## src/rtl/writeback_stage.sv

```systemverilog
// -----------------------------------------------------------------------------
// writeback_stage
//
// Final pipeline stage. Holds the MEM/WB pipeline register, chooses the value
// written back to the register file, keeps the architectural NZCV flags and a
// count of retired instructions. Every output comes straight from a register,
// so results appear one cycle after they are presented on the mem_* inputs.
//
// Ports
//   clk               in   1  clock, rising edge
//   reset             in   1  asynchronous reset, active low
//   stall             in   1  hold all state
//   flush             in   1  load a bubble (beats stall)
//   mem_mem_data      in  64  load data
//   mem_alu_result    in  64  ALU result
//   mem_bl_write_data in  64  link address for BL
//   mem_rd            in   5  destination register
//   mem_control_out   in   4  {RegWrite, MemToReg, SetFlags, BL}
//   mem_flags         in   4  {N,Z,C,V} from the instruction
//   wb_write_data     out 64  register file write data
//   wb_rd             out  5  register file write address
//   wb_reg_write      out  1  register file write enable
//   wb_valid          out  1  slot holds a real instruction
//   flags             out  4  architectural NZCV
//   retire_count      out 32  retired instruction count (wraps)
// -----------------------------------------------------------------------------
module writeback_stage #(
    parameter logic [3:0] FLAG_RESET = 4'b0000,
    parameter logic [4:0] ZERO_REG   = 5'd31
) (
    input  logic        clk,
    input  logic        reset,
    input  logic        stall,
    input  logic        flush,
    input  logic [63:0] mem_mem_data,
    input  logic [63:0] mem_alu_result,
    input  logic [63:0] mem_bl_write_data,
    input  logic [4:0]  mem_rd,
    input  logic [3:0]  mem_control_out,
    input  logic [3:0]  mem_flags,
    output logic [63:0] wb_write_data,
    output logic [4:0]  wb_rd,
    output logic        wb_reg_write,
    output logic        wb_valid,
    output logic [3:0]  flags,
    output logic [31:0] retire_count
);

    // Decoded incoming control bits.
    logic        w_ctl_reg_write;
    logic        w_ctl_mem_to_reg;
    logic        w_ctl_set_flags;
    logic        w_ctl_bl;
    logic [63:0] w_write_data;

    // MEM/WB register and architectural state.
    logic        r_valid;
    logic [63:0] r_write_data;
    logic [4:0]  r_rd;
    logic        r_reg_write;
    logic        r_set_flags;
    logic [3:0]  r_flags;
    logic [31:0] r_retire_count;

    assign w_ctl_reg_write  = mem_control_out[3];
    assign w_ctl_mem_to_reg = mem_control_out[2];
    assign w_ctl_set_flags  = mem_control_out[1];
    assign w_ctl_bl         = mem_control_out[0];

    // BL wins over MemToReg: the link address must not be replaced by load data.
    always_comb begin
        w_write_data = mem_alu_result;
        if (w_ctl_bl) begin
            w_write_data = mem_bl_write_data;
        end else if (w_ctl_mem_to_reg) begin
            w_write_data = mem_mem_data;
        end
    end

    always_ff @(posedge clk or negedge reset) begin
        if (!reset) begin
            r_valid        <= 1'b0;
            r_write_data   <= 64'd0;
            r_rd           <= 5'd0;
            r_reg_write    <= 1'b0;
            r_set_flags    <= 1'b0;
            r_flags        <= FLAG_RESET;
            r_retire_count <= 32'd0;
        end else if (flush) begin
            // Bubble: flags and retire count are left alone.
            r_valid      <= 1'b0;
            r_write_data <= 64'd0;
            r_rd         <= 5'd0;
            r_reg_write  <= 1'b0;
            r_set_flags  <= 1'b0;
        end else if (!stall) begin
            r_valid        <= 1'b1;
            r_write_data   <= w_write_data;
            r_rd           <= mem_rd;
            r_reg_write    <= w_ctl_reg_write;
            r_set_flags    <= w_ctl_set_flags;
            r_retire_count <= r_retire_count + 32'd1;
            if (w_ctl_set_flags) begin
                r_flags <= mem_flags;
            end
        end
    end

    assign wb_write_data = r_write_data;
    assign wb_rd         = r_rd;
    assign wb_valid      = r_valid;
    assign flags         = r_flags;
    assign retire_count  = r_retire_count;

    // Writes to the zero register are architecturally discarded.
    assign wb_reg_write = r_valid & r_reg_write & (r_rd != ZERO_REG);

    // r_set_flags is kept for visibility of the retired instruction's class.
    logic w_unused;
    assign w_unused = r_set_flags;

endmodule

```

## config.mk

```make
export PLATFORM = sky130hd
export DESIGN_NAME = writeback_stage
export DESIGN_NICKNAME = d
export VERILOG_FILES = /design/src/rtl/writeback_stage.sv
export SDC_FILE = /design/constraint.sdc
export NUM_CORES = 1
export LEC_CHECK = 0
export ABC_AREA = 1
export BUFFER_PORTS_ARGS = -buffer_cell sky130_fd_sc_hd__buf_4
export CORE_MARGIN = 4
export CORE_UTILIZATION = 24
export CTS_BUF_LIST = sky130_fd_sc_hd__clkbuf_4 sky130_fd_sc_hd__clkbuf_8
export DETAILED_ROUTE_END_ITERATION = 10
export REMOVE_ABC_BUFFERS = 1
export SLEW_MARGIN = 30
export SYNTH_ARGS = -nofsm -noshare
export SYNTH_HDL_FRONTEND = slang
export SYNTH_SLANG_ARGS = --single-unit
```

## constraint.sdc

```tcl
create_clock -name clk -period 2.8 [get_ports clk]
set_input_delay 0.28 -clock clk [delete_from_list [all_inputs] [get_ports clk]]
set_output_delay 0.28 -clock clk [all_outputs]
set_load 0.05 [all_outputs]
```

# After elaboration in Yosys (flattened, before gate mapping)
# Cells that the tools add are included.
classes:
  n_addsub: 1
  multipliers: 0
  n_div: 0
  n_lt_le_gt_ge: 0
  eq_ne: 2
  shifts: 0
  mux: 10
  bitwise: 4
  reduce_logical: 2
op_table:
  columns: ["op", "count"]
  rows:
  - ["$mux W64", 4]
  - ["$add A32 B1 Y32 const B", 1]
  - ["$mux W5", 2]
  - ["$ne A5 B5 Y1 const B", 1]
  - ["$mux W1", 4]
  - ["$reduce_and A3 Y1", 1]
  - ["$and A1 B1 Y1", 2]
  - ["$ne A2 B1 Y1 const B", 1]
  - ["$not A1 Y1", 2]
  - ["$reduce_and A2 Y1", 1]
word_totals:
  regBits: 107
  latchBits: 0
  ramBits: 0
  rom_bits: 0
  input_bits: 209
  out_inout_bits: 107
  elab_cells: 25
  n_memories: 0

# Longest topological paths before layout
# Gate-level depths: netlist of the first run.
depth:
  depth_word: 4
  ltp_mapped: 10
  depth_no_buf: 9

# Least setup slack after synthesis of the first run
# No wires, ideal clock.
synth_timing:
  kind: "flip-flop to output port"
  from: "register r_rd[0] (netlist: wb_rd[0])"
  to: "output wb_reg_write"
  t_arrival_ps: 1960
  required_time_ps: 2520
  setup_slack_ps: 560
  stages_incl_launch_ff: 2
  path_buffers: 0
  path_cell_list: "dfrtp_1 a311oi_1"
synth_between:
  elab_chain_len: 2
synth_rtl:
  columns: ["element", "line_no", "rtl"]
  rows:
  - ["start, declared", "59", "logic [4:0] r_rd;"]
  - ["start signal, assigned", "99", "r_rd <= mem_rd;"]
  - ["$ne A5 B5 Y1", "116", "assign wb_reg_write = r_valid & r_reg_write & (r_rd != ZERO_REG);"]
  - ["$and A1 B1 Y1", "116", null]
  - ["end, declared", "43", "output logic wb_reg_write,"]
# Every way passes these cells.

# Worst setup path in the final report of the first run
layout_timing:
  from: "register r_rd[4] (netlist: wb_rd[4])"
  to: "output wb_reg_write"
# The elaborated chain is that of the path after synthesis.

==> results of run 1 <==
layout by cell type (no fill, tap or decap), types with 2 or more instances in the layout:
cell type | Yosys | final
a21oi_1 | 65 | 65
buf_12 | 0 | 3
buf_4 | 2 | 321
clkbuf_8 | 0 | 10
dfrtp_1 | 107 | 107
inv_1 | 102 | 102
inv_2 | 3 | 3
inv_6 | 0 | 2
mux2_2 | 68 | 68
nand2_1 | 138 | 138
nand2_2 | 6 | 6
nand3_1 | 79 | 79
nand3_2 | 2 | 2
nand3_4 | 2 | 2
nand3b_1 | 4 | 4
nand4_1 | 9 | 9
nor2_1 | 22 | 22
nor2_2 | 4 | 4
nor2_4 | 7 | 7
nor3_1 | 6 | 6
o21ai_0 | 68 | 68
xnor2_1 | 10 | 10
xor2_1 | 11 | 11
timing repair:
action                                 in CTS  in global routing
resized for setup                           0                  0
endpoints found under the hold margin      33                  0
hold buffers                                1                  0
power by group through the flow:
stage,sequential (W),combinational [W],clock (W)
finish,0.00180,0.00134,0.00101
global route,0.00182,0.00145,0.00115
CTS,0.00180,0.00136,0.00107
detailed placement,0.00182,0.00136,0
global placement,0.00182,0.00135,0
floorplan,0.00223,0.000306,0
worst max-delay path by stage:
stage                            start           endpoint  slack, ps  cells past startpoint
floorplan                        flush   retire_count[28]        400                      8
global placement    mem_control_out[2]  wb_write_data[37]       1050                      5
detailed placement  mem_control_out[2]   wb_write_data[4]       1010                      5
CTS                           wb_rd[4]       wb_reg_write       1000                      4
global route                  wb_rd[4]       wb_reg_write        940                      4
finish                        wb_rd[4]       wb_reg_write       1080                      4
logic make-up (layout without fill, tap and decap cells):
family,count (synthesis),in the layout,share of synthesized area
flops,107,107,0.427
mux,68,68,0.122
simple gates,282,282,0.215
xor+xnor,21,21,0.0293
buf+inv,149,446,0.0944
compound gates,136,136,0.110
fa+ha+maj,1,1,0.00200
flip-flops by register name (all words and copies together) (netlist names):
| signal | cells |
|---|---|
| retire_count | 32 |
| r_reg_write | 1 |
| wb_rd | 5 |
| wb_valid | 1 |
| wb_write_data | 64 |
| flags | 4 |
final cells by class:
| class | instances | share of cell area |
|---|---|---|
| Tap cell | 330 | 0.0450 |
| Clock inverter | 5 | 0.00655 |
| Timing Repair Buffer | 325 | 0.271 |
| Clock buffer | 11 | 0.0158 |
| Inverter | 105 | 0.0430 |
| Sequential cell | 107 | 0.292 |
| Multi-Input combinational cell | 508 | 0.327 |
metal layers:
layer | share of wire | GRT usage
met5 | 0 | 0
met4 | 0.011 | 0.0319
met1 | 0.41 | 0.185
met3 | 0.094 | 0.0489
met2 | 0.48 | 0.242
cells in the mapped netlist:
library cell	count	area, sq um
nand2_1	138	518
dfrtp_1	107	2680
inv_1	102	383
nand3_1	79	395
mux2_2	68	766
o21ai_0	68	340
a21oi_1	65	325
clkbuf_1	25	93.8
nor2_1	22	82.6
buf_2	14	70.1
xor2_1	11	96.3
xnor2_1	10	87.6
nand4_1	9	56.3
nor2_4	7	78.8
nand2_2	6	37.5
nor3_1	6	30.0
nand3b_1	4	30.0
nor2_2	4	25.0
inv_2	3	11.3
buf_1	2	7.51
buf_4	2	15.0
nand3_2	2	20.0
nand3_4	2	35.0
a21o_1	1	7.51
a311oi_1	1	8.76
buf_6	1	11.3
ha_1	1	12.5
nand2_4	1	11.3
nor2_8	1	20.0
o21bai_1	1	7.51
or2_2	1	6.26
per-stage QoR:
| step | worst slack (ps) | util |
|---|---|---|
| floorplan | 397 | - |
| global placement | 1050 | 0.352 |
| detailed placement | 1010 | 0.352 |
| CTS | 999 | 0.361 |
| global route | 943 | 0.361 |
| finish | 1080 | 0.361 |
critical path: stages (launching register included):
cell and delay [ps]:
dfrtp_1 420, inv_1 80, nor3_1 60, a311oi_1 250, buf_4 260
==> key figures, run 1 <==
Outcome
  • Status: complete, no violations

Power
  • Sequential share of power: 0.432
  • Power Internal: 0.00264 W
  • Switching portion of total power: 0.364
  • Final Power: 0.00416 W
  • Clock network fraction of total power: 0.244
  • Leakage power: roughly 5 nW
  • Comb pwr share: 0.324
  • Worst vdd ir: 366 uV
  • Cell area power density: ~450 nW/um^2
  • Psw: ~0.0015 W

Floorplan
  • IO Count: 316
  • Die area: ~29,000 sq um
  • Die height: between 150 and 200 um
  • Starting Density: 0.247
  • Core area: approximately 25,000 sq um
  • Cell Rows: 58
  • Die X-Extent: ~170 um

Setup path
  • Setup CP Type: flip-flop to output pin
  • Critical Path Fanout Max: 2
  • Reg2Reg Launch Point: retire_count[0]
  • Crit path capture type: output pin
  • Worst EP required: roughly 2500 ps
  • R2R Path End: retire_count[28]
  • Reg2Reg Depth: 8
  • Worst reg2reg setup slack: between 1000 and 1500 ps
  • Crit start category: flip-flop
  • Crit path DAT: between 1000 and 1500 ps

Global route
  • Largest net degree at the start of global routing: 68
  • Vias in the first global route: 6,354
  • Total GRT Usage: 0.146
  • Initial antenna violation count: 0
  • Gr ovfl total: 0
  • Global-route wire length before repair: 33,700 um

Clock tree
  • Root buf cell: clkbuf_8
  • Clk sink count: 107
  • CTS tree: done
  • Post-CTS Setup Bufs: 0
  • Worst-case clock buffer depth: 2
  • Clk pin slew, worst setup/hold paths: 110 ps
  • Clock Latency Late Sink: 380 ps
  • Number of CTS-inserted buffers: 9
  • CTS H-Tree Depth: 3

Yosys
  • Register bit total from synthesis: approximately 110
  • YS warnings: 0
  • Synth Cell Area: ~6300 sq um
  • Synth Area per Inst: a little over 8 sq um
  • Library cells used by synthesis: 31
  • Post-synthesis cell count: around 760
  • Sequential area share after synthesis: 0.427

Detailed routing
  • Via density: approximately 4.5
  • DR WL/cell: 15.4 um
  • Antenna Nets Post-Route: 0
  • Pre-antenna DRT Iters: 5
  • Vias: roughly 6,200
  • 1st-iter DRT viols: 320
  • Total wire length: between 20,000 and 25,000 um
  • Residual DRC: 0

Cells and area
  • Final Instance Area: around 9200 sq um
  • Layout cell share with drive strength beyond 1: 0.410
  • Sequential Area: 2680 sq um
  • Multi-input gate area: roughly 3000 sq um
  • Post-Layout Cell Count: 1,391
  • Syn-to-layout area delta: 46.3%
  • Diode count: 0
  • Fin nets: 1,266
  • Fillers: about 2,700

Placement
  • DP Cell Count: 1,374
  • Final RePlAce weighted congestion: 0.842
  • Dpl cell area: slightly below 9000 sq um
  • Final HPWL DP: between 15,000 and 20,000 um
  • IO Port Bufs: approximately 320

Timing
  • Relative slew slack: 0.463
  • Setup TNS: 0 ps
  • Final min period: 1720 ps
  • Period utilization: 0.616
  • Fin. max-slew vios: 0
  • RSZ-0062 raised after global routing: no
  • F_max: about 580 MHz
  • Hold Slack: 75.5 ps
  • Worst-margin pin slew: 805 ps
  • Setup violators final: 0
  • Clock skew: between 10 and 15 ps
  • Final Hold Viols: 0

Min path
  • Worst hold stages: 2
  • Hold crit path type: input port to flip-flop
  • Worst hold path endpoint: wb_valid
  • Worst hold start: flush

Job
  • Max-cap violations: 0
(Power assumes the default switching activity.)
==> run 2: changes to the inputs <==
clock period = 1.4 ns   (was 2.8 ns; I/O delays follow)
==> run 2 against run 1 <==
  * The run now ends with setup timing left
  * Critical path type unchanged
  * Final cell count is 5.5% higher
  * Global-route usage is 0.059 points higher
  * Register-to-register slack worse by 1200 ps
  * Critical endpoint unchanged
  * Clock skew is 7.5 ps lower
  * Sequential share of layout area is 2.4 points lower
  * Highest routed layer unchanged
  * Largest power group unchanged
==> key figures, run 2 (synthesis results as in run 1) <==
Detailed routing
  • Vias: 6,482 (+3.7%)
  • 1st-iter DRT viols: 254 (-21%)
  • DR WL/cell: 14.8 um (-3.6%)
  • Via density: 4.42 (-1.6%)
  • Pre-antenna DRT Iters: 4 (-1)
  • Antenna Nets Post-Route: 0 (unchanged)
  • Total wire length: 21,700 um (+1.7%)
  • Residual DRC: 0 (unchanged)

Cells and area
  • Diode count: 0 (unchanged)
  • Commonest cells after routing, fill and taps aside: 370 x buf_4, 129 x nand2_1, 102 x dfrtp_1
  • Max reg flops: 64 (unchanged)
  • Layout cell share with drive strength beyond 1: 0.476 (+0.0658)
  • Fin util: 0.395 (+0.0337)
  • Syn-to-layout area delta: 60.0%
  • Fin nets: 1,342 (+6.0%)
  • Commonest non-fill, non-tap cell in the layout: buf_4

Clock tree
  • Number of CTS-inserted buffers: 9 (unchanged)
  • Clock Latency Late Sink: 380 ps (about the same)
  • CTS H-Tree Depth: 3 (unchanged)
  • Clk pin slew, worst setup/hold paths: 110 ps (about the same)
  • CTS tree: done
  • Root buf cell: clkbuf_8
  • Worst-case clock buffer depth: 2 (unchanged)
  • Clk sink count: 107 (unchanged)

Power
  • Cell area power density: 858 nW/um^2 (+89%)
  • Clock network fraction of total power: 0.220 (-0.024)
  • Sequential share of power: 0.413 (-0.019)
  • Worst vdd ir: 560 uV (+53%)
  • Psw: 0.00316 W (+110%)
  • Comb pwr share: 0.367 (+0.043)
  • Power Internal: 0.00544 W (+110%)
  • Switching portion of total power: 0.367 (+0.00281)
  • Leakage power: 5.34 nW (+8.4%)

Floorplan
  • Die height: 170 um (unchanged)
  • Core area: 25,400 sq um (unchanged)
  • Die X-Extent: 170 um (unchanged)
  • Starting Density: 0.247 (unchanged)
  • Cell Rows: 58 (unchanged)
  • IO Count: 316 (unchanged)
  • Die area: 28,800 sq um (unchanged)

Timing
  • Relative slew slack: 0.636 (+0.172)
  • Period utilization: 1.07
  • Clock skew: 5.41 ps (-7.53 ps)
  • F_max: ~670 MHz
  • Fin. max-slew vios: 0 (unchanged)
  • Setup violators final: 3 (+3)
  • RSZ-0062 raised after global routing: yes
  • Worst Slack Setup Final: -102 ps (-1180 ps)
  • Final min period: 1500 ps
  • Final Hold Viols: 0 (unchanged)
  • Worst-margin pin slew: 546 ps (-258 ps)
  • Hold Slack: 91.0 ps (+15.6 ps)

Global route
  • Initial antenna violation count: 0 (unchanged)
  • Largest net degree at the start of global routing: 79 (+16%)
  • Vias in the first global route: 6,504 (+2.4%)
  • Global-route wire length before repair: 33,900 um (+0.47%)
  • Gr ovfl total: 0 (unchanged)
  • Total GRT Usage: 0.147 (+0.000585)

Setup path
  • Crit path DAT: 1360 ps (-80 ps)
  • Crit path capture type: output pin
  • Critical Path Fanout Max: 2 (unchanged)
  • Setup CP Type: flip-flop to output pin
  • Worst EP required: 1260 ps (-1260 ps)
  • Crit start category: flip-flop

Outcome
  • Status: complete, but fails checks
  • Violated checks: setup timing

Min path
  • Hold crit path type: input port to flip-flop

Placement
  • Final RePlAce weighted congestion: 0.837 (-0.63%)
  • IO Port Bufs: 315 (unchanged)
  • Final HPWL DP: 16,800 um (+4.0%)

Job
  • Max-cap violations: 0 (unchanged)
run 2: changes by cell type in the layout (fill, tap and decap cells not counted), moves of 6 or more:
cell           delta
buf_4            +49
nand3_1           -6
nand2_2           +7
nor2_1            -8
dlygate4sd3_1    +11
nor3_1            -6
buf_6            +10
buf_12            +6
nor3_2            +6
nand2_1           -9
run 2: metal layers:
metal / vias to the layer above / wire length, um / track usage
li1: 3233 / - / -
met1: 3003 / 9150 / 0.189
met2: 232 / 10500 / 0.241
met3: 14 / 1790 / 0.0401
met4: 0 / 257 / 0.0420
met5: - / 0 / 0
run 2: path summary, 6_finish.rpt:
| kind | startpoint | to | slack, ps | cells past startpoint |
|---|---|---|---|---|
| max in group asynchronous | reset | wb_write_data[13] | 570 | 3 |
| setup reg to reg | retire_count[0] | retire_count[24] | -20 | 8 |
| hold reg to reg | wb_write_data[27] | wb_write_data[27] | 520 | 2 |
| setup / recovery | wb_rd[2] | wb_reg_write | -100 | 4 |
| hold / removal | mem_bl_write_data[63] | wb_write_data[63] | 90 | 5 |
| min in group asynchronous | reset | retire_count[30] | 350 | 3 |
run 2: power by group through the flow:
stage          Combinational (W)  Sequential [W]  Clock [W]
2_1_floorplan           0.000612         0.00446          0
3_3_place_gp             0.00298         0.00357          0
3_5_place_dp             0.00300         0.00358          0
4_1_cts                  0.00304         0.00353    0.00201
5_1_grt                  0.00337         0.00360    0.00213
6_report                 0.00316         0.00355    0.00189
run 2: stage by stage:
stage	setup TNS (ps)	setup slack [ps]	total power, W	cell area, sq um	cells
3_3_place_gp	0	25.4	0.00655	9410	1426
6_report	-152	-102	0.00860	10000	1467
2_1_floorplan	-38990	-863	0.00507	6070	720
4_1_cts	-175	-175	0.00857	9740	1455
5_1_grt	-1320	-222	0.00909	10000	1467
3_5_place_dp	0	5.52	0.00658	9410	1426
run 2: area by class of cell:
cell class	count	area (sq um)
Fill cell	2574	15400
Timing Repair Buffer	401	3190
Multi-Input combinational cell	508	3160
Sequential cell	107	2680
Tap cell	330	413
Inverter	105	394
Clock buffer	12	159
Clock inverter	4	25.0
run 2: timing repair:
item / CTS / global route
endpoints found under the setup margin: 3 / 34
pin swaps: 2 / 32
hold endpoints to repair: 118 / 0
gates resized for setup: 5 / 57
buffers inserted: 1 / 12
hold buffers: 12 / 0
run 2: worst max-delay path, stage by stage (launching register included):
cell	delay, ps
dfrtp_1	400
inv_1	90
nor3_2	50
a311oi_2	230
buf_6	200
==> run 3: changes to the inputs <==
CORE_ASPECT_RATIO = 1.1   (was not set)
PLACE_DENSITY = 0.48   (was not set)
==> run 3 against run 2 <==
  * The run still ends with setup timing left
  * Largest cell class unchanged
  * Clock-buffer cell count is 2 lower
  * Die area hardly changed
  * Fmax is 0.73% lower
  * Setup slack worse by 11 ps
==> key figures, run 3 (synthesis results as in run 1) <==
Detailed routing
  • Top sig layer: met4
  • Vias: 6,472 (-0.15%)
  • Antenna Nets Post-Route: 0 (unchanged)
  • DR WL/cell: 15.3 um (+3.0%)
  • Pre-antenna DRT Iters: 4 (unchanged)
  • Met2 routed WL: 11,100 um (+5.3%)
  • Residual DRC: 0 (unchanged)
  • Total wire length: 22,900 um (+5.5%)
  • 1st-iter DRT viols: 217 (-15%)
  • WL met1: 9720 um (+6.3%)
  • Met3 routed WL: 1790 um (-0.22%)
  • Via density: 4.31 (-2.5%)

Timing
  • Period utilization: 1.08 (+0.00787)
  • RSZ-0062 raised after global routing: yes
  • Final min period: 1510 ps (+11.0 ps)
  • Relative slew slack: 0.671 (+0.0355)
  • Final Hold Viols: 0 (unchanged)
  • Fin. max-slew vios: 0 (unchanged)
  • Worst-margin pin slew: 493 ps (-53.3 ps)
  • F_max: 661 MHz (-0.73%)
  • Clock skew: 17.1 ps (+11.7 ps)
  • Setup violators final: 1 (-2)
  • Worst Slack Setup Final: -113 ps (-11.0 ps)

Clock tree
  • Number of CTS-inserted buffers: 9 (unchanged)
  • Clk sink count: 107 (unchanged)
  • CTS H-Tree Depth: 3 (unchanged)
  • Worst-case clock buffer depth: 2 (unchanged)
  • Clk pin slew, worst setup/hold paths: 120 ps (about the same)
  • CTS tree: done
  • Root buf cell: clkbuf_8
  • Clock Latency Late Sink: 380 ps (about the same)

Global route
  • Vias in the first global route: 6,563 (+0.91%)
  • Total GRT Usage: 0.156 (+0.00979)
  • Global-route wire length before repair: 35,700 um (+5.4%)
  • Gr ovfl total: 0 (unchanged)
  • Initial antenna violation count: 0 (unchanged)
  • Largest net degree at the start of global routing: 68 (-14%)

Floorplan
  • Cell Rows: 61 (+5.2%)
  • Die height: 177 um (+4.7%)
  • IO Count: 316 (unchanged)
  • Core area: 25,500 sq um (+0.36%)
  • Die area: 28,800 sq um (about the same)
  • Starting Density: 0.246 (-0.000896)
  • Die X-Extent: 162 um (-4.4%)

Setup path
  • Reg2Reg Launch Point: retire_count[11]
  • CP bufs+invs: 2 (unchanged)
  • Crit. Startpoint: wb_rd[3]
  • R2R Path End: retire_count[18]
  • Setup CP Type: flip-flop to output pin
  • Crit path max-delay family: flip-flops
  • Worst EP required: 1260 ps (about the same)
  • Reg2Reg Depth: 7 (-1)
  • CP max-delay cell: dfrtp_1
  • Worst reg2reg setup slack: 20 ps (+40 ps)
  • Worst path depth: 4 (unchanged)
  • Crit start category: flip-flop
  • Crit path capture type: output pin
  • Worst-path cell chain: inv_2, nor3_2, a311oi_2, buf_6
  • Critical Path Fanout Max: 2 (unchanged)
  • Critical Path Sink: wb_reg_write
  • Crit path DAT: 1370 ps (about the same)
  • Worst path max stage delay: 410 ps (about the same)

Cells and area
  • Layout cell share with drive strength beyond 1: 0.490 (+0.0142)
  • Commonest cells after routing, fill and taps aside: 388 x buf_4, 126 x nand2_1, 105 x dfrtp_1
  • Multi-input gate area: 3210 sq um (+1.5%)
  • Commonest non-fill, non-tap cell in the layout: buf_4
  • Syn-to-layout area delta: 63.8%
  • Fillers: 2,675 (+3.9%)
  • Max reg flops: 64 (unchanged)
  • Sequential Area: 2680 sq um (-0.14%)
  • Fin nets: 1,362 (+1.5%)
  • Diode count: 0 (unchanged)
  • Final Instance Area: 10,300 sq um (+2.4%)

Placement
  • Final RePlAce weighted congestion: 0.808 (-3.5%)
  • Final HPWL DP: 18,300 um (+8.6%)
  • Dpl cell area: 9570 sq um (+1.8%)
  • IO Port Bufs: 315 (unchanged)

Outcome
  • Violated checks: setup timing
  • Status: complete, but fails checks

Power
  • Final Power: 0.00884 W (+2.8%)
  • Leakage power: 5.49 nW (+2.7%)
  • Cell area power density: 861 nW/um^2 (+0.39%)
  • Worst vdd ir: 346 uV (-38%)

Min path
  • Hold crit path type: input port to flip-flop
  • Worst hold stages: 5 (unchanged)

Job
  • Max-cap violations: 0 (unchanged)
run 3: cell types whose count changed in the layout (fill, tap and decap cells not counted), sizes merged:
cell and delta:
clkinv -2, clkbuf -2, buf +20, inv +4
run 3: power breakdown:
| group | leakage, nW | internal [W] | switching, W | total [W] |
|---|---|---|---|---|
| registers | 1.41 | 0.00334 | 0.000192 | 0.00353 |
| clock network | 0.0934 | 0.000736 | 0.00121 | 0.00195 |
| logic | 3.98 | 0.00147 | 0.00189 | 0.00336 |
run 3: worst min-delay path by stage:
stage | start | to | slack, ps
global placement | reset | flags[3] | 80
CTS | mem_bl_write_data[57] | wb_write_data[57] | 50
finish | mem_bl_write_data[57] | wb_write_data[57] | 80
floorplan | reset | flags[0] | -160
detailed placement | reset | flags[0] | 80
global route | mem_alu_result[8] | wb_write_data[8] | 80
run 3: layout make-up:
cell class | instances | area share
flip-flops and latches | 107 | 0.261
multi-input cells | 508 | 0.312
clock inverters | 6 | 0.00536
inverters | 105 | 0.0386
repair buffers | 421 | 0.327
well taps | 346 | 0.0422
clock buffers | 10 | 0.0134
run 3: worst register-to-register path: cells and delay by family, from the launching register on:
| family | cells | cell delay (ps) |
|---|---|---|
| XOR/XNOR | 1 | 140 |
| flip-flops | 1 | 430 |
| buffers and inverters | 2 | 190 |
| AND/OR/NAND/NOR | 4 | 510 |
run 3: metal layers:
layer / GRT usage / up-vias
met3: 0.0453 / 20
li1: - / 3272
met5: 0 / -
met2: 0.266 / 233
met4: 0.0374 / 0
met1: 0.197 / 2947
run 3: repair_timing:
item                       4_1_cts  5_1_grt
gates resized for setup          7       65
buffers inserted                 4       13
setup endpoints to repair        7       22
hold endpoints to repair       101        0
pin swaps                        3       34
hold buffers                    12        0
run 3: through the flow:
step                instances  setup slack, ps   util  hold WS [ps]  setup TNS (ps)
floorplan                 720             -863      -          -156          -38990
global placement         1458             16.6  0.375          80.4               0
detailed placement       1458            -1.60  0.375          80.2           -1.60
CTS                      1490             -204  0.390          47.3            -204
global route             1503             -226  0.403          80.8           -1560
finish                   1503             -113  0.403          78.4            -113
